### src/rtl/decoder_pkg.sv
// Shared decoder types and helpers: FSM state encoding and a code-to-one-hot
// mapping reusable by any decoder width up to MAX_N outputs.
package decoder_pkg;

  typedef enum logic [1:0] {
    IDLE = 2'd0,
    HOLD = 2'd1,
    SCAN = 2'd2
  } state_e;

  localparam int unsigned MAX_N = 256;
  localparam int unsigned MAX_W = 9;

  // Returns bit (code-1) set for code in 1..n; all zero for code 0 or code > n.
  // Callers truncate the result to their own output width.
  function automatic logic [MAX_N-1:0] code_to_onehot(input logic [MAX_W-1:0] code,
                                                      input int unsigned      n);
    logic [MAX_N-1:0] oh;
    oh = '0;
    if ((code != '0) && ({23'd0, code} <= n)) begin
      oh = MAX_N'(1) << (code - MAX_W'(1));
    end
    return oh;
  endfunction

endpackage

### src/rtl/decoder_scan_dwell_timer.sv
// Dwell counter for scan mode: counts 0..DWELL-1 while enabled and pulses
// tc_o on the last count so the caller advances exactly every DWELL cycles.
module dwell_timer #(
  parameter int unsigned DWELL = 4
) (
  input  logic clk,
  input  logic rst_n,
  input  logic clr_i,
  input  logic en_i,
  output logic tc_o
);

  localparam int unsigned   CW   = (DWELL > 1) ? $clog2(DWELL) : 1;
  localparam logic [CW-1:0] LAST = CW'(DWELL - 1);

  logic [CW-1:0] cnt_q;
  logic [CW-1:0] cnt_d;

  assign tc_o = en_i && !clr_i && (cnt_q == LAST);

  always_comb begin
    cnt_d = cnt_q;
    if (clr_i) begin
      cnt_d = '0;
    end else if (en_i) begin
      cnt_d = tc_o ? '0 : cnt_q + CW'(1);
    end
  end

  always_ff @(posedge clk or negedge rst_n) begin
    if (!rst_n) begin
      cnt_q <= '0;
    end else begin
      cnt_q <= cnt_d;
    end
  end

endmodule

### src/rtl/decoder_scan.sv
// Registered N-way one-hot decoder with valid/ready input, out-of-range error
// pulse, and a self-timed scan mode that walks one active bit across y.
module decoder_scan
  import decoder_pkg::*;
#(
  parameter int unsigned  N     = 16,
  parameter int unsigned  DWELL = 4,
  localparam int unsigned W     = $clog2(N + 1)
) (
  input  logic         clk,
  input  logic         rst_n,
  input  logic         mode,
  input  logic         in_valid,
  output logic         in_ready,
  input  logic [W-1:0] in_code,
  output logic [N-1:0] y,
  output logic         y_valid,
  output logic         err,
  output logic         scan_wrap,
  output logic [1:0]   state_dbg
);

  localparam int unsigned   IW       = $clog2(N);
  localparam logic [IW-1:0] LAST_IDX = IW'(N - 1);

  state_e        state_q, state_d;
  logic [IW-1:0] idx_q, idx_d;
  logic [N-1:0]  y_q, y_d;
  logic          y_valid_q, y_valid_d;
  logic          err_q, err_d;
  logic          wrap_q, wrap_d;

  logic          tmr_clr;
  logic          tmr_en;
  logic          tmr_tc;
  logic          accept;
  logic          code_zero;
  logic          code_over;

  // Handshake: a code is taken on a rising edge where in_valid && in_ready.
  // in_ready depends only on mode and state (never on in_valid), so a source
  // may hold in_valid high across scan mode; those codes are simply ignored.
  assign in_ready  = (state_q != SCAN) && !mode;
  assign accept    = in_valid && in_ready;
  assign code_zero = (in_code == '0);
  assign code_over = (32'(in_code) > N);

  dwell_timer #(
    .DWELL (DWELL)
  ) u_dwell (
    .clk   (clk),
    .rst_n (rst_n),
    .clr_i (tmr_clr),
    .en_i  (tmr_en),
    .tc_o  (tmr_tc)
  );

  always_comb begin
    state_d   = state_q;
    idx_d     = idx_q;
    y_d       = y_q;
    y_valid_d = y_valid_q;
    err_d     = 1'b0;
    wrap_d    = 1'b0;
    tmr_clr   = 1'b0;
    tmr_en    = 1'b0;

    if (mode) begin
      if (state_q != SCAN) begin
        state_d   = SCAN;
        idx_d     = '0;
        y_d       = N'(1);
        y_valid_d = 1'b1;
        tmr_clr   = 1'b1;
      end else begin
        tmr_en = 1'b1;
        if (tmr_tc) begin
          // Explicit wrap keeps non-power-of-two N from visiting unused indices.
          if (idx_q == LAST_IDX) begin
            idx_d  = '0;
            wrap_d = 1'b1;
          end else begin
            idx_d = idx_q + IW'(1);
          end
          y_d = N'(1) << idx_d;
        end
      end
    end else if (state_q == SCAN) begin
      state_d   = IDLE;
      idx_d     = '0;
      y_d       = '0;
      y_valid_d = 1'b0;
      tmr_clr   = 1'b1;
    end else if (accept) begin
      y_d       = N'(code_to_onehot(MAX_W'(in_code), N));
      y_valid_d = !code_zero && !code_over;
      state_d   = (!code_zero && !code_over) ? HOLD : IDLE;
      err_d     = code_over;
    end
  end

  always_ff @(posedge clk or negedge rst_n) begin
    if (!rst_n) begin
      state_q   <= IDLE;
      idx_q     <= '0;
      y_q       <= '0;
      y_valid_q <= 1'b0;
      err_q     <= 1'b0;
      wrap_q    <= 1'b0;
    end else begin
      state_q   <= state_d;
      idx_q     <= idx_d;
      y_q       <= y_d;
      y_valid_q <= y_valid_d;
      err_q     <= err_d;
      wrap_q    <= wrap_d;
    end
  end

  assign y         = y_q;
  assign y_valid   = y_valid_q;
  assign err       = err_q;
  assign scan_wrap = wrap_q;
  assign state_dbg = state_q;

endmodule
### config.mk
export PLATFORM = sky130hd
export DESIGN_NAME = decoder_scan
export DESIGN_NICKNAME = d
export VERILOG_FILES = /design/src/rtl/decoder_pkg.sv /design/src/rtl/decoder_scan_dwell_timer.sv /design/src/rtl/decoder_scan.sv
export SDC_FILE = /design/constraint.sdc
export NUM_CORES = 1
export LEC_CHECK = 0
export ABC_AREA = 1
export CAP_MARGIN = 20
export CORE_MARGIN = 3
export CORE_UTILIZATION = 35
export CTS_CLUSTER_DIAMETER = 50
export CTS_CLUSTER_SIZE = 28
export DETAILED_ROUTE_END_ITERATION = 10
export GPL_TIMING_DRIVEN = 0
export PLACE_DENSITY = 0.65
export SYNTH_ARGS = -nofsm -noshare
export SYNTH_HDL_FRONTEND = slang
export SYNTH_HIERARCHICAL = 1
export SYNTH_SLANG_ARGS = --single-unit
### constraint.sdc
create_clock -name clk -period 4.27 [get_ports clk]
set_clock_uncertainty 0.1 [all_clocks]
set_input_delay 0.427 -clock clk [delete_from_list [all_inputs] [get_ports clk]]
set_output_delay 0.427 -clock clk [all_outputs]
set_load 0.02 [all_outputs]
# --- Yosys cells after proc, flatten, opt, wreduce, memory -nomap -nowiden ---
# Index checks and enable logic that the tools add are counted.
totals:
  wordCells: 76
  inputBits: 9
  regBits: 27
op_classes:
  shifts: 2
  reduce_logical: 18
  add_sub_neg: 3
  eq_ne: 6
  n_mux: 38
  magnitude_cmp: 2
op_table:
  columns: ["cell", "count"]
  rows:
  - ["2-to-1 mux 16 bit", 6]
  - ["2-to-1 mux 4 bit", 8]
  - ["2-to-1 mux 1 bit", 17]
  - ["left shift 1 x 4 -> 16 bit (first input constant)", 1]
  - ["left shift 1 x 9 -> 16 bit (first input constant)", 1]
  - ["2-to-1 mux 2 bit", 7]
  - ["logical AND 1 bit", 6]
  - ["AND reduction 2 bit", 3]
  - ["subtractor 5 x 1 -> 6 bit (second input constant)", 1]
  - ["> comparator 5 bit (second input constant)", 1]
  - ["less-or-equal comparator 5 bit (second input constant)", 1]
  - ["zero test 5 bit", 1]
  - ["nonzero test 5 bit", 1]
  - ["adder 4 x 1 -> 4 bit (second input constant)", 1]
  - ["equality test 2 bit (second input constant)", 2]
  - ["equality test 4 bit (second input constant)", 1]
  - ["zero test 1 bit", 4]
  - ["nonzero test 2 bit", 2]
  - ["inequality test 3 x 1 -> 1 bit (second input constant)", 1]
  - ["nonzero test 3 bit", 1]
  - ["adder 2 x 1 -> 2 bit (second input constant)", 1]
  - ["inequality test 2 x 1 -> 1 bit (second input constant)", 1]
  - ["inequality test 2 bit (second input constant)", 1]

# --- Longest topological paths before layout ---
# Gate-level depths: netlist of run 1.
logic_depth:
  depth_word: 13
  depth_mapped: 12
  depth_no_buf: 10

# --- Modules after synthesis ---
# The synthesis of run 1 kept the hierarchy.
by_module_without_submodules:
  columns: ["module", "cells_each", "area_per_inst_um2", "seq_area_each_um2", "instances"]
  rows:
  - ["decoder_scan", 206, 1567.8, 625.6, 1]
  - ["dwell_timer", 14, 115.1, 50.0, 1]

# --- Worst setup path after synthesis of run 1 ---
# Ideal clock, no wire load.
synth_timing:
  path_type: "reg2reg"
  startpoint: "reg state_q[1] (netlist: state_dbg[1])"
  endpoint: "reg y_q[1] (netlist: y[1])"
  t_required_ns: 4.048
  path_slack_ns: 2.178
  synth_period_minus_slack_ns: 2.092
  setup_ns: 0.122
  path_stages_with_launch: 11
  path_buffers: 2
  t_arrival_ns: 1.870
  path_cell_list: "dfrtp_1 -> buf_4 -> nand2_1 -> ha_1 -> nor3b_2 -> o21ai_2 -> nand2_4 -> inv_4 -> buf_6 -> a21oi_1 -> a21oi_1"
synth_between:
  elab_chain_len: 8
  word_cells_on_any_way: 18
synth_rtl:
  columns: ["item", "line_no", "source"]
  rows:
  - ["start, declared", "decoder_scan.sv:26", "state_e state_q, state_d;"]
  - ["start signal, assigned", "decoder_scan.sv:111", "state_q <= state_d;"]
  - ["equality test 2 bit / inequality test 2 bit (equally long branches)", "decoder_scan.sv:88, decoder_scan.sv:69", null]
  - ["2-to-1 mux 1 bit (on tied branches)", "decoder_scan.sv:88, decoder_scan.sv:69", null]
  - ["2-to-1 mux 1 bit *", "decoder_scan.sv:68", "if (mode) begin"]
  - ["via tmr_clr", "decoder_scan.sv:33", "logic tmr_clr;"]
  - ["zero test 1 bit *", "decoder_scan_dwell_timer.sv:19", "assign tc_o = en_i && !clr_i && (cnt_q == LAST);"]
  - ["logical AND 1 bit * (2 in a row)", "decoder_scan_dwell_timer.sv:19", null]
  - ["via tmr_tc", "decoder_scan.sv:35", "logic tmr_tc;"]
  - ["inequality test 3 x 1 -> 1 bit (no source line) *", null, null]
  - ["AND reduction 2 bit (no source line) *", null, null]
  - ["end signal, assigned", "decoder_scan.sv:113", "y_q <= y_d;"]
  - ["end, declared", "decoder_scan.sv:28", "logic [N-1:0] y_q, y_d;"]
# The timed path passes the listed nets; every way through them passes the cells marked *.
# A chain may end at the register's enable or synchronous reset.

# --- Worst setup path after layout of run 1 ---
layout_timing:
  startpoint: "in mode"
  endpoint: "out in_ready"
layout_between:
  elab_chain_len: 2
layout_rtl:
  columns: ["item", "line_no", "source"]
  rows:
  - ["start, declared", "decoder_scan.sv:12", "input logic mode,"]
  - ["zero test 1 bit", "decoder_scan.sv:43", "assign in_ready = (state_q != SCAN) && !mode;"]
  - ["logical AND 1 bit", "decoder_scan.sv:43", null]
  - ["end, declared", "decoder_scan.sv:14", "output logic in_ready,"]
# No other way between the ends.

==> results of run 1 <==
## power by group
| group | internal, W | total, W | switching [W] | leakage (nW) |
|---|---|---|---|---|
| Clock | 0.0000664 | 0.000156 | 0.0000891 | 0.0217 |
| Combinational | 0.000142 | 0.000324 | 0.000182 | 0.571 |
| Sequential | 0.000304 | 0.000333 | 0.0000293 | 0.344 |
| Total | 0.000512 | 0.000812 | 0.000300 | 0.937 |
## metrics by stage
step | cell area (µm²) | total power [W] | instances
2_1_floorplan | 1680 | 0.000521 | 220
3_3_place_gp | 2050 | 0.000659 | 302
3_5_place_dp | 2060 | 0.000664 | 303
4_1_cts | 2110 | 0.000823 | 307
5_1_grt | 2110 | 0.000868 | 307
6_report | 2110 | 0.000812 | 307
## state kept, by name, indices dropped and copies added, names as in the netlist
signal,cells
scan_wrap,1
u_dwell/cnt_q,2
y,16
idx_q,4
state_dbg,2
err,1
y_valid,1
## area by class of cell
type | count | area, µm² | share of cell area
clock inverters | 1 | 7.51 | 0.00355
flip-flops and latches | 27 | 676 | 0.320
repair buffers | 31 | 315 | 0.149
clock buffers | 3 | 41.3 | 0.0195
multi-input cells | 171 | 900 | 0.426
inverters | 18 | 72.6 | 0.0344
plain buffers | 4 | 35.0 | 0.0166
well taps | 52 | 65.1 | 0.0308
## Yosys cell counts
cell,number,area share
nor3_1,5,0.015
xnor2_2,1,0.0097
buf_6,2,0.013
inv_1,12,0.027
nand2_4,1,0.0067
buf_4,1,0.0045
buf_2,1,0.0030
nand4_1,6,0.022
inv_2,4,0.0089
o21ai_2,1,0.0052
nor3b_2,1,0.0074
o22ai_1,3,0.011
dfrtp_1,27,0.40
nand3_2,1,0.0059
a21oi_1,31,0.092
o21ai_0,3,0.0089
a21boi_2,1,0.0067
a31oi_1,1,0.0037
nor2_1,41,0.091
nor2_4,2,0.013
nand3_1,14,0.042
ha_1,11,0.082
nand2_1,45,0.10
inv_4,2,0.0074
nand2_2,1,0.0037
nor2_2,2,0.0074
## worst paths after layout
| check | startpoint | to | slack [ps] | cells past startpoint |
|---|---|---|---|---|
| setup reg to reg | state_dbg[0] | y[14] | 2020 | 10 |
| max in group asynchronous | rst_n | y_valid | 3090 | 2 |
| hold / removal | u_dwell/cnt_q[1] | u_dwell/cnt_q[1] | 400 | 2 |
| setup / recovery | mode | in_ready | 1820 | 5 |
| hold reg to reg | u_dwell/cnt_q[1] | u_dwell/cnt_q[1] | 400 | 2 |
| min in group asynchronous | rst_n | y[13] | 450 | 1 |
## worst min-delay path: stages (launching register included)
cell	delay, ps
dfrtp_1	370
nand2_1	50
nand2_1	50
## logic make-up after synthesis
logic type | after synthesis
XOR/XNOR | 1
flip-flops | 27
adder cells (fa/ha/maj) | 11
AND/OR/NAND/NOR | 119
buffers and inverters | 22
AO/OA/AOI/OAI | 40
## routing by layer
metal	global-route usage	up-vias
met3	0.0356	2
met2	0.240	46
li1	-	808
met1	0.218	739
met4	0.0291	0
met5	0	-
==> metrics.md, run 1 <==
| Metric | Value |
|---|---|
| Detailed placer's ending HPWL | 2.98 mm |
| CP cell instances | clkdlybuf4s50_1 > buf_6 > inv_4 > ha_1 > clkdlybuf4s50_1 |
| Met2 WL | 1.80 mm |
| Root Driver | clkbuf_8 |
| Status | finished clean |
| CP endpoint kind | output port |
| Chip Width | 75.3 µm |
| First-pass GRT wire length | 6.76 mm |
| Total grt overflow | 0 |
| Synth Area in XOR/XNOR | 0.00967 |
| VDD IR max | 0.248 mV |
| Post_cts resized | 0 |
| Final min period | 2450 ps |
| CTS max path bufs | 2 |
| Io pins | 31 |
| # setup viols final | 0 |
| DP Worst Slack | 1560 ps |
| Antenna viol nets, final | 0 |
| Initial Utilization | 0.374 |
| Core Rows | 24 |
| Post-route setup TNS | 0 ps |
| Die area | 0.00568 mm² |
| Wire length on met3 | 221 µm |
| Syn Nets | 240 |
| Worst-path maximum fanout | 10 |
| Reg clk slew, reported paths | 100 ps |
| Vias in the first global route | 1439 |
| TritonCTS clock tree | built |
| PortBufs | 30 |
| Most common cell on crit path | clkdlybuf4s50_1 |
| Leak | 0.937 nW |
| Final WL | 3.90 mm |
| Largest net degree at the start of global routing | 17 |
| TritonRoute pass-1 iters | 4 |
| H-tree Lvls | 1 |
| Layout cells sized above 1 | 0.102 |
| DRT met1 WL | 1.85 mm |
| Crit start category | input port |
| Netlist cell types | 26 |
| Pwr dens | 385 mW/mm² |
| MaxCap Viol Count | 0 |
| Cell Area, Synth | 0.00168 mm² |
| Final nets | 276 |
| Mux cell area share after synthesis | 0 |
| Slowest stage delay, CP | 610 ps |
| Relative slew margins | 0.549 |
| WL per Instance | 12.7 µm |
| Final Hold Fails | 0 |
| Final Max Slew Viols | 0 |
| Initial antenna violation count | 0 |
| Simple-gate share of the synthesized area | 0.315 |
| Setup ws final | 1820 ps |
| Clock Latency Late Sink | 280 ps |
| Final worst-path cycle share | 0.573 |
| Largest family of logic cells by synthesized area | simple AND/OR/NAND/NOR gates |
| Post-synthesis register bit count | 27 |
| DRC violations left | 0 |
| Core footprint | 0.00450 mm² |
| RSZ-0062 raised after global routing | no |
| Cells after synthesis | 220 |
| GPL Wtd Cong | 0.818 |
| Post-synthesis compound-gate area fraction | 0.128 |
| Fill cells | 455 |
| Vias per cell | 5.20 |
| # clock sinks | 27 |
| Worst EP required | 3740 ps |
| Syn-to-layout area delta | 25.5% |
| Sequential element share of the synthesized area | 0.401 |
| Worst path slowest cell | clkdlybuf4s50_1 |
| Syn Area/Cell | 7.65 µm² |
| Max Fclk | 0.409 GHz |
| CTS Hold Bufs | 0 |
| Final Hold Slack | 398 ps |
| DR iter-0 viols | 105 |
| CP Data Arrival Time | 1920 ps |
| Synth Warn # | 6 |
| Commonest non-fill, non-tap cell in the layout | nand2_1 |
| Clock buffer count from CTS | 3 |
| Most frequent cells in the layout | nand2_1, nor2_1, a21oi_1 |
| Post-CTS Setup Bufs | 0 |
| Post-Route Utilization | 0.469 |
| Critical path's top delay family | buffers and inverters |
| Worst Max-Slew Pin Slew | 675 ps |
| Die H | 75.3 µm |
| ANT cells | 0 |
| WP buf/inv | 4 |
| GRT Util Overall | 0.153 |
| Worst min path class | reg2reg |
| Via total after detailed routing | 1595 |
| Top Layer Used | met4 |
| Adder-cell share of the synthesized area | 0.0818 |
| Crit path kind | in2out |
No activity file was read; power rests on OpenSTA's default activity.
==> inputs of run 2 (changes only) <==
Clock period 4.27 ns to 2.5 ns, I/O delays scaled along.
==> results of run 2 <==
Same layout as run 1 (identical final DEF). Status: finished clean.
Among the figures that moved: setup slack after placement 1560 ps -> -32.6 ps; setup slack after layout 1820 ps -> 254 ps; hold slack 398 ps -> 269 ps; start point of the critical path mode -> state_dbg[0]; end point of the critical path in_ready -> y[14]; register-to-register setup slack 2020 ps -> 250 ps; total power 0.000812 W -> 0.00139 W; worst IR drop on VDD 0.248 mV -> 0.424 mV
==> RTL change, RTL diff (settings of run 1) <==
`DWELL` is set to 4 in 2 places; all go to 2.
--- a/src/rtl/decoder_scan_dwell_timer.sv
+++ b/src/rtl/decoder_scan_dwell_timer.sv
@@ -2,5 +2,5 @@
 // tc_o on the last count so the caller advances exactly every DWELL cycles.
 module dwell_timer #(
-  parameter int unsigned DWELL = 4
+  parameter int unsigned DWELL = 2
 ) (
   input  logic clk,
--- a/src/rtl/decoder_scan.sv
+++ b/src/rtl/decoder_scan.sv
@@ -5,5 +5,5 @@
 #(
   parameter int unsigned  N     = 16,
-  parameter int unsigned  DWELL = 4,
+  parameter int unsigned  DWELL = 2,
   localparam int unsigned W     = $clog2(N + 1)
 ) (
Function: changed (Yosys sat finds a counterexample within 4 cycles, from zero or initial values and one cycle with rst_n low).
==> RTL change against run 1 <==
  * Area after synthesis fell by 3.9%
  * Routed wire length decreased by 5.5%
  * Maximum frequency rose by 1.0%
  * Setup slack better by 0.025 ns
  * Synthesized cell count down 3.2%
  * Register-to-register slack better by 0.08 ns
  * Hold slack better by 0.015 ns
  * Sequential cell count fell by 1
  * Design area down 2.2%
  * Total power decreased by 0.11%
  * Critical path depth unchanged
  * Non-clock buffer count is the same
  * Largest cell class unchanged
  * Highest routed layer unchanged
==> RTL change: results (changes against run 1) <==
met1 Use GR=22.6% (was 21.8%); first-pass GRT wire length=6390 um (was 6760 um); worst hold path type=in -> async (was reg -> reg); max incr delay on CP=0.60 ns; reg2reg start=state_dbg[0] (unchanged); Worst R2R End=y[12] (was y[14]); met3 usage=2.43% (was 3.56%); LEAKAGE=0.914 nW (was 0.937 nW); vias in the first global route=1402 (was 1439); final net count=268 (was 276); Post-synth top cells=nand2_1 (41), nor2_1 (41), a21oi_1 (31), dfrtp_1 (26), nand3_1 (14) (was nand2_1 (45), nor2_1 (41), a21oi_1 (31), dfrtp_1 (27), nand3_1 (14)); FFs w/ async S/R, synth=100% (unchanged); Seq/Total Area, Yosys=40.2% (was 40.1%); Total Routed Length=3690 um (was 3900 um); proportion of netlist area held by the largest area contributor=40.2% (was 40.1%); PostCTS Resize Cnt=0 (unchanged); Tot GR Track Use=14.9% (was 15.3%); Filler Cells Inserted=469 (was 455); Post-DP HPWL=2850 um (was 2980 um); layout cell share with drive strength beyond 1=9.68% (was 10.2%); peak supply drop=0.000148 V (was 0.000248 V); largest net degree at the start of global routing=18 (was 17); Top delay family on crit path=buffers and inverters (unchanged); 1st-iter DRT viols=166 (was 105); status=completed (unchanged); Mapped Nets=232 (was 240); Cell variety after synth=25 (was 26); Slew headroom=61.8% (was 54.9%); r2r setup slk=2.10 ns (was 2.02 ns); Area contributors post-synth=dfrtp_1 (40%), a21oi_1 (9.6%), nand2_1 (9.5%) (was dfrtp_1 (40%), nand2_1 (10%), a21oi_1 (9.2%)); crit path DAT=1.89 ns (was 1.92 ns); Placer Congestion=0.803 (was 0.818)
[RTL change: cell type report]
type	instances	share of cell area (%)
buffer	4	1.70
tap	52	3.15
sequential	26	31.5
timing repair buffer	31	15.9
clock buffer	4	2.67
multi-input combinational	165	41.6
inverter	18	3.51
[RTL change: worst max-delay path by stage]
stage | from | end | cells after the start
2_1_floorplan | state_dbg[1] | y[1] | 11
3_5_place_dp | mode | y[12] | 11
6_report | mode | in_ready | 5
4_1_cts | mode | in_ready | 5
3_3_place_gp | mode | y[12] | 11
5_1_grt | mode | in_ready | 5
[RTL change: through the flow]
step | hold WS, ns | utilization, % | cell area, sq um | instances | setup WS [ns]
floorplan | 0.0314 | - | 1620 | 213 | 2.28
global placement | 0.398 | 44.9 | 1980 | 295 | 1.68
detailed placement | 0.403 | 45.5 | 2010 | 296 | 1.66
CTS | 0.427 | 46.8 | 2070 | 300 | 1.83
global route | 0.432 | 46.8 | 2070 | 300 | 1.79
finish | 0.413 | 46.8 | 2070 | 300 | 1.85
[RTL change: kinds of logic after synthesis]
group                      Yosys count  synth area share (%)
AOI/OAI and AO/OA                   40                  13.3
xor gates and xnor gates             1                  1.01
adders and majority gates           10                  7.73
buffers and inverters               22                  6.65
DFF                                 26                  40.2
and+or+nand+nor                    114                  31.1
[RTL change: power by group]
| part | total (mW) | internal [mW] | switching (mW) |
|---|---|---|---|
| clock | 0.161 | 0.0824 | 0.0785 |
| combinational | 0.328 | 0.146 | 0.183 |
| sequential | 0.322 | 0.295 | 0.0274 |
| total | 0.811 | 0.523 | 0.288 |
[RTL change: worst register-to-register path: stages (launching register included)]
cell	delay, ns
dfrtp_1	0.44
inv_2	0.15
nand2_1	0.14
ha_1	0.31
nor2_1	0.23
o21ai_2	0.11
nand2_4	0.13
inv_4	0.07
buf_6	0.14
a21oi_1	0.14
a21oi_1	0.09
[RTL change: metal layers]
layer  vias up  wire length, um
li1        777                -
met5         -                0
met4         0               30
met1       703             1820
met3         4              169
met2        35             1660
